===== src/rtl/button_debouncer.sv =====
// button_debouncer: multi-channel two-flop synchronizer and tick-based
// debouncer for push-button pads. A shared prescaler provides the sample
// tick; each channel runs an independent LOW/RISE/HIGH/FALL FSM.
// Optional long-press output enabled by defining DEBOUNCE_HOLD_EN; otherwise
// held_buttons is tied low.
module button_debouncer #(
  parameter int unsigned N_BTN        = 4,
  parameter int unsigned TICK_DIV     = 100000,
  parameter int unsigned STABLE_TICKS = 10,
  parameter int unsigned HOLD_TICKS   = 500
) (
  input  logic             clk,
  input  logic             rst,
  input  logic [N_BTN-1:0] raw_buttons,
  output logic [N_BTN-1:0] clean_buttons,
  output logic             busy,
  output logic [N_BTN-1:0] held_buttons
);

  localparam int unsigned DIV_W = (TICK_DIV > 1) ? $clog2(TICK_DIV) : 1;
  localparam int unsigned CNT_W = $clog2(STABLE_TICKS + 1);
  localparam logic [DIV_W-1:0] DIV_LAST = DIV_W'(TICK_DIV - 1);
  localparam logic [CNT_W-1:0] CNT_LAST = CNT_W'(STABLE_TICKS - 1);

  typedef enum logic [1:0] {
    S_LOW,
    S_RISE,
    S_HIGH,
    S_FALL
  } state_t;

  logic [N_BTN-1:0] sync_q1;
  logic [N_BTN-1:0] sync_q2;
  logic [DIV_W-1:0] div_cnt;
  logic             tick;
  state_t           state [N_BTN];
  logic [CNT_W-1:0] cnt   [N_BTN];
  logic [N_BTN-1:0] pending;
  logic [N_BTN-1:0] rise_done;
  logic [N_BTN-1:0] fall_done;

  assign tick = (div_cnt == DIV_LAST);

  // Two-flop synchronizer bringing the asynchronous pads into the clk domain
  always_ff @(posedge clk) begin
    if (rst) begin
      sync_q1 <= '0;
      sync_q2 <= '0;
    end else begin
      sync_q1 <= raw_buttons;
      sync_q2 <= sync_q1;
    end
  end

  // Shared prescaler: counts 0..TICK_DIV-1, tick on the last count
  always_ff @(posedge clk) begin
    if (rst || tick) begin
      div_cnt <= '0;
    end else begin
      div_cnt <= div_cnt + DIV_W'(1);
    end
  end

  // Per-channel status: candidate pending, and the final accepting tick of a rise/fall
  always_comb begin
    pending   = '0;
    rise_done = '0;
    fall_done = '0;
    for (int unsigned i = 0; i < N_BTN; i++) begin
      pending[i]   = (state[i] == S_RISE) || (state[i] == S_FALL);
      rise_done[i] = (state[i] == S_RISE) &&  sync_q2[i] && tick && (cnt[i] == CNT_LAST);
      fall_done[i] = (state[i] == S_FALL) && !sync_q2[i] && tick && (cnt[i] == CNT_LAST);
    end
  end

  // Debounce FSMs; a mismatch takes priority over a tick in the same cycle
  always_ff @(posedge clk) begin
    if (rst) begin
      clean_buttons <= '0;
      for (int unsigned i = 0; i < N_BTN; i++) begin
        state[i] <= S_LOW;
        cnt[i]   <= '0;
      end
    end else begin
      for (int unsigned i = 0; i < N_BTN; i++) begin
        case (state[i])
          S_LOW: begin
            if (sync_q2[i]) begin
              state[i] <= S_RISE;
              cnt[i]   <= '0;
            end
          end
          S_RISE: begin
            if (!sync_q2[i]) begin
              state[i] <= S_LOW;
              cnt[i]   <= '0;
            end else if (tick) begin
              cnt[i] <= cnt[i] + CNT_W'(1);
              if (rise_done[i]) begin
                state[i]         <= S_HIGH;
                clean_buttons[i] <= 1'b1;
              end
            end
          end
          S_HIGH: begin
            if (!sync_q2[i]) begin
              state[i] <= S_FALL;
              cnt[i]   <= '0;
            end
          end
          S_FALL: begin
            if (sync_q2[i]) begin
              state[i] <= S_HIGH;
              cnt[i]   <= '0;
            end else if (tick) begin
              cnt[i] <= cnt[i] + CNT_W'(1);
              if (fall_done[i]) begin
                state[i]         <= S_LOW;
                clean_buttons[i] <= 1'b0;
              end
            end
          end
          default: begin
            state[i] <= S_LOW;
            cnt[i]   <= '0;
          end
        endcase
      end
    end
  end

  // busy reflects any channel with a change in progress, one cycle behind the state
  always_ff @(posedge clk) begin
    if (rst) begin
      busy <= 1'b0;
    end else begin
      busy <= |pending;
    end
  end

`ifdef DEBOUNCE_HOLD_EN
  localparam int unsigned HOLD_W = $clog2(HOLD_TICKS + 1);
  localparam logic [HOLD_W-1:0] HOLD_MAX  = HOLD_W'(HOLD_TICKS);
  localparam logic [HOLD_W-1:0] HOLD_LAST = HOLD_W'(HOLD_TICKS - 1);

  logic [HOLD_W-1:0] hold_cnt [N_BTN];

  // Long-press timer: counts ticks while pressed, saturates, clears as clean falls
  always_ff @(posedge clk) begin
    if (rst) begin
      held_buttons <= '0;
      for (int unsigned i = 0; i < N_BTN; i++) begin
        hold_cnt[i] <= '0;
      end
    end else begin
      for (int unsigned i = 0; i < N_BTN; i++) begin
        if (fall_done[i]) begin
          hold_cnt[i]     <= '0;
          held_buttons[i] <= 1'b0;
        end else if (tick && ((state[i] == S_HIGH) || (state[i] == S_FALL))
                     && (hold_cnt[i] != HOLD_MAX)) begin
          hold_cnt[i] <= hold_cnt[i] + HOLD_W'(1);
          if (hold_cnt[i] == HOLD_LAST) begin
            held_buttons[i] <= 1'b1;
          end
        end
      end
    end
  end
`else
  assign held_buttons = '0;
`endif

endmodule


===== config.mk =====
export PLATFORM = sky130hd
export DESIGN_NAME = button_debouncer
export DESIGN_NICKNAME = d
export VERILOG_FILES = /design/src/rtl/button_debouncer.sv
export SDC_FILE = /design/constraint.sdc
export NUM_CORES = 1
export LEC_CHECK = 0
export CORE_MARGIN = 5
export CORE_UTILIZATION = 40
export CTS_CLUSTER_DIAMETER = 80
export DETAILED_ROUTE_END_ITERATION = 8
export GPL_TIMING_DRIVEN = 0
export PLACE_DENSITY = 0.61
export RECOVER_POWER = 50
export SYNTH_ARGS = -nofsm -noshare
export SYNTH_HDL_FRONTEND = slang
export SYNTH_SLANG_ARGS = --single-unit
export TNS_END_PERCENT = 1

===== constraint.sdc =====
create_clock -name clk -period 1.9 [get_ports clk]
set_input_delay 0.38 -clock clk [delete_from_list [all_inputs] [get_ports clk]]
set_output_delay 0.38 -clock clk [all_outputs]
set_load 0.1 [all_outputs]

After elaboration in Yosys (flattened, before gate mapping)
Memory sizes are Yosys's and may differ from the RTL's.
Cells that the tools add are included.
{"block": "totals", "ff_bits": 30, "ramBits": 24, "output_inout_bits": 9, "word_cells": 365, "mem_count": 2}
{"block": "op_classes", "add_sub_neg": 5, "eq_ne": 41, "mux": 215, "bitwise_logic": 48, "reduce_logical": 46}
{"memory": "cnt", "depth": 4, "word_bits": 4, "read_ports": 4, "rd_ports_with_merged_regs": 0, "wr": 4, "line": "37", "source": "logic [CNT_W-1:0] cnt [N_BTN];"}
{"memory": "state", "depth": 4, "word_bits": 2, "read_ports": 4, "rd_ports_with_merged_regs": 0, "wr": 4, "line": "36", "source": "state_t state [N_BTN];"}
{"cell": "1-bit 2-to-1 mux", "count": 163}
{"cell": "4-bit 2-to-1 mux", "count": 24}
{"cell": "2-bit 2-to-1 mux", "count": 24}
{"cell": "2-bit inequality test, second input constant", "count": 24}
{"cell": "1-bit OR", "count": 48}
{"cell": "7-bit AND reduction", "count": 4}
{"cell": "1-bit logical AND", "count": 24}
{"cell": "17-bit by 1-bit adder with 17-bit output, second input constant", "count": 1}
{"cell": "17-bit == test, second input constant", "count": 1}
{"cell": "4-bit by 1-bit adder with 4-bit output, second input constant", "count": 4}
{"cell": "2-bit == test, second input constant", "count": 8}
{"cell": "4-bit == test, second input constant", "count": 4}
{"cell": "2-bit by 1-bit == test with 1-bit output, second input constant", "count": 4}
{"cell": "2-bit logical NOT", "count": 4}
{"cell": "1-bit one-hot mux with 2 select lines", "count": 4}
{"cell": "2-bit nonzero test", "count": 4}
{"cell": "1-bit logical OR", "count": 5}
{"cell": "1-bit logical NOT", "count": 4}
{"cell": "4-bit OR reduction", "count": 1}

Longest topological paths before layout
An unclocked memory read counts as a cell.
{"block": "depth", "word_depth": 15, "ltp_mapped": 6}

Worst setup path before layout
OpenSTA, ideal clock, no wires.
{"block": "synth_timing", "path_kind": "register to register", "from": "reg div_cnt[0]", "to": "mem cnt[0][0] (netlist name) (enable)", "setup_time_ns": 0.361, "arrival_time_ns": 1.586, "t_required_ns": 1.539, "path_slack_ns": -0.047, "path_stages_with_launch": 7, "path_buffers": 1, "synth_period_minus_slack_ns": 1.947, "cell_sequence": "dfxtp_1 > ha_1 > and4_1 > and4_1 > buf_2 > nor2_1 > o21ai_0"}
{"element": "from (decl)", "line": "34", "source": "logic [DIV_W-1:0] div_cnt;"}
{"element": "from (signal assigned)", "line": "60", "source": "div_cnt <= div_cnt + DIV_W'(1);"}
{"element": "to (decl)", "line": "37"}

Final worst setup path
{"block": "layout_timing", "from": "reg busy", "to": "out busy"}
{"element": "from (decl)", "line": "16", "source": "output logic busy,"}
{"element": "from (signal assigned)", "line": "137", "source": "busy <= |pending;"}
No word-level cell between the ends.

==> out/summary.log <==
[run_status] status finished clean
[detailed_routing] total length of routed wires 4.89 mm
[layout] number of cells in the finished layout apart from fillers 368
[critical_path] Required @ worst endpoint 1.52 ns
[global_routing] first-pass GRT wire length 8.31 mm
[critical_path] Critical Path AT 1.46 ns
[run] number of maximum-capacitance violations 0
[critical_path] Top delay family on crit path buffers and inverters
[logic_synthesis] most used flip-flop cell after synthesis dfxtp_1
[detailed_routing] routed wire length per instance 13.3 um
[power] power per cell area 1030 mW/mm^2
[logic_synthesis] synthesized cell area 0.00267 sq mm
[layout] most common cell after layout, fill and taps aside nor2_1
[sta] Max transition margin 36.8%
[placement] number of input and output port buffers inserted 9
[layout] Multi-input gate area 0.00129 sq mm
[critical_path] startpoint class of the critical path flop
[layout] commonest non-fill, non-tap cells in the layout nor2_1, dfxtp_1, edfxtp_1, nand2_1, xor2_1
[critical_path] peak fanout along the critical path 1
[sta] Period minus WS final 1.84 ns
[power] worst-case vdd ir drop 569 uV
[placement] GPL Wtd Cong 0.729
[floorplan] height of the die 91.7 um
[logic_synthesis] share of the yosys chip area belonging to registers 49.5%
[global_routing] leftover overflow at the end of global routing 0
[global_routing] largest net degree at the start of global routing 17
[floorplan] die outline width 91.7 um
[sta] Max Clk Rate 542 MHz
[sta] post-route clock period utilization 97.1%
[clocking] TritonCTS clock tree built
[global_routing] global routing usage summed across all routing layers 12.2%
[floorplan] io pins 15
[logic_synthesis] post-synthesis cell count 272
[sta] summed negative setup slack over all endpoints 0 ns
[clocking] deepest clock path buffer count 2
[logic_synthesis] distinct cell type count of the synthesized netlist 36
[floorplan] Starting Density 41.6%
[layout] area growth from synthesis to final layout 11.7%
[clocking] H-tree levels 2
[logic_synthesis] number of synthesized flops with an enable pin 24
[clocking] Hold-fix buffers, CTS 0
[sta] Slew @ Worst Pin 0.952 ns
[critical_path] cell-by-cell trace of the critical path dlygate4sd2_1
[logic_synthesis] register bit count reported by yosys 54
[logic_synthesis] synthesis warning total 0
[detailed_routing] number of nets with antenna violations after detailed routing 0
[clocking] clock-pin transition on the worst setup and hold timing paths 0.09 ns
[logic_synthesis] largest area contributor in the synthesized netlist edfxtp_1
[global_routing] antenna violations before repair 0
[clocking] Clk Latency, worst-skew pair 0.30 ns
[logic_synthesis] biggest area contributors in the synthesized netlist edfxtp_1, dfxtp_1, nor2_1, xor2_1, ha_1
[detailed_routing] Detailed Route Iter0 Violations 113
[layout] Ant. Diodes 0
[critical_path] crit path capture type output port
[worst_hold_path] class of the tightest hold or removal check flop to flop
[placement] half-perimeter wire length after placement 3.50 mm
[logic_synthesis] fraction of synthesis flops using an asynchronous set or reset pin 0%
[clocking] buffer count from post-CTS setup fixing 0
[layout] sequential cell area 0.00132 sq mm
[critical_path] largest incremental delay on the critical path 0.84 ns
[clocking] Clock Sink Count 54
[power] static leakage power 1.11 nW
[floorplan] die area 0.00841 sq mm
[placement] post-place setup slack -0.354 ns
[layout] Net count, final 305
[logic_synthesis] average size of a mapped cell 9.81 sq um
[layout] number of filler cells placed in the layout 626
[logic_synthesis] portion of synthesized cell area occupied by the leading cell type 27.0%
[floorplan] Site Rows 29
[placement] Placed Cells incl. Taps 361
[global_routing] number of global-route vias before repair 1800
[critical_path] sum of buffers and inverters on the critical path 1
[critical_path] type of the setup path with the least slack flop to output port
[detailed_routing] number of iterations in the first detailed-routing pass 4
[detailed_routing] vias after detailed routing 1923
[detailed_routing] via density per instance 5.23
[sta] worst setup slack after layout 0.0554 ns
[clocking] number of clock buffers inserted by TritonCTS 5
[clocking] Root Driver clkbuf_8
[sta] number of failing hold endpoints at the final stage 0
[sta] final slew viol count 0
[floorplan] Floorplan Core Area 0.00642 sq mm
[critical_path] slowest cell on the critical path dlygate4sd2_1
[sta] worst-case clock skew 0.00657 ns
[detailed_routing] # DRC 0
[sta] number of setup violations in the final report 0
[layout] share of post-route cells with drive strength above 1 11.7%
[sta] RSZ-0062 raised after global routing no
area by class of cell:
cell class | count | area share [%]
buffer | 13 | 2.22
clock inverter | 3 | 0.546
multi-input combinational | 199 | 43.2
tap | 77 | 3.23
clock buffer | 5 | 2.31
timing repair buffer | 9 | 3.15
inverter | 8 | 1.01
sequential | 54 | 44.4
what timing repair did:
action / in CTS / in global routing
setup endpoints to repair: 56 / 41
pin swaps: 0 / 1
gates resized for setup: 28 / 5
registers in the layout (all words and copies together), names as in the netlist:
signal,flops
div_cnt,17
cnt,16
state,8
clean_buttons,4
sync_q1,4
sync_q2,4
busy,1
per-layer routing:
layer  global-route usage (%)  routed length [um]  vias to the layer above
li1                         -                   -                      989
met1                     16.0                2380                      901
met2                     20.1                2270                       27
met3                     2.86                 178                        6
met4                     3.77                  63                        0
met5                        0                   0                        -
synth_stat cells, types with 2 or more instances:
library cell	n
a21oi_1	12
a32o_1	3
a41o_1	3
and3_1	3
and4_1	3
and4bb_2	3
buf_2	2
buf_4	4
clkbuf_1	8
dfxtp_1	30
edfxtp_1	24
ha_1	9
inv_1	8
nand2_1	18
nand3_1	11
nand4_1	6
nand4b_1	4
nor2_1	45
nor2b_1	8
nor3b_1	4
nor4_1	4
o21ai_0	14
or3_1	4
or3_2	4
or4_1	3
xnor2_1	11
xor2_1	15
report_power, final:
part           internal, mW  leakage (nW)  switching [mW]  total, mW
Combinational         0.274         0.560           0.510      0.783
Clock                 0.253        0.0416           0.363      0.616
Sequential             1.50         0.509           0.184       1.69
Total                  2.03          1.11            1.06       3.09
worst paths after layout:
kind              start         end  slack, ns  cells past startpoint
max                busy        busy       0.06                      1
max reg2reg  div_cnt[1]   cnt[2][3]       0.11                      5
min          div_cnt[0]  div_cnt[0]       0.43                      1
min reg2reg  div_cnt[0]  div_cnt[0]       0.43                      1
kinds of logic after synthesis:
kind of cell / synth area share (%)
adders and majority gates: 4.22
other: 0.141
AOI/OAI and AO/OA: 7.64
buffers and inverters: 3.75
xor gates and xnor gates: 8.53
and+or+nand+nor: 26.2
DFF: 49.5
through the flow:
step | utilization [%] | total power, mW | hold slack [ns] | cell area [sq um]
finish | 46.4 | 3.09 | 0.434 | 2980
global placement | 44.6 | 2.44 | 0.417 | 2870
global route | 46.4 | 3.30 | 0.457 | 2980
CTS | 46.5 | 3.12 | 0.457 | 2990
detailed placement | 44.6 | 2.46 | 0.434 | 2870
floorplan | - | 2.28 | 0.414 | 2680
Power figures use the tool's default switching activity.
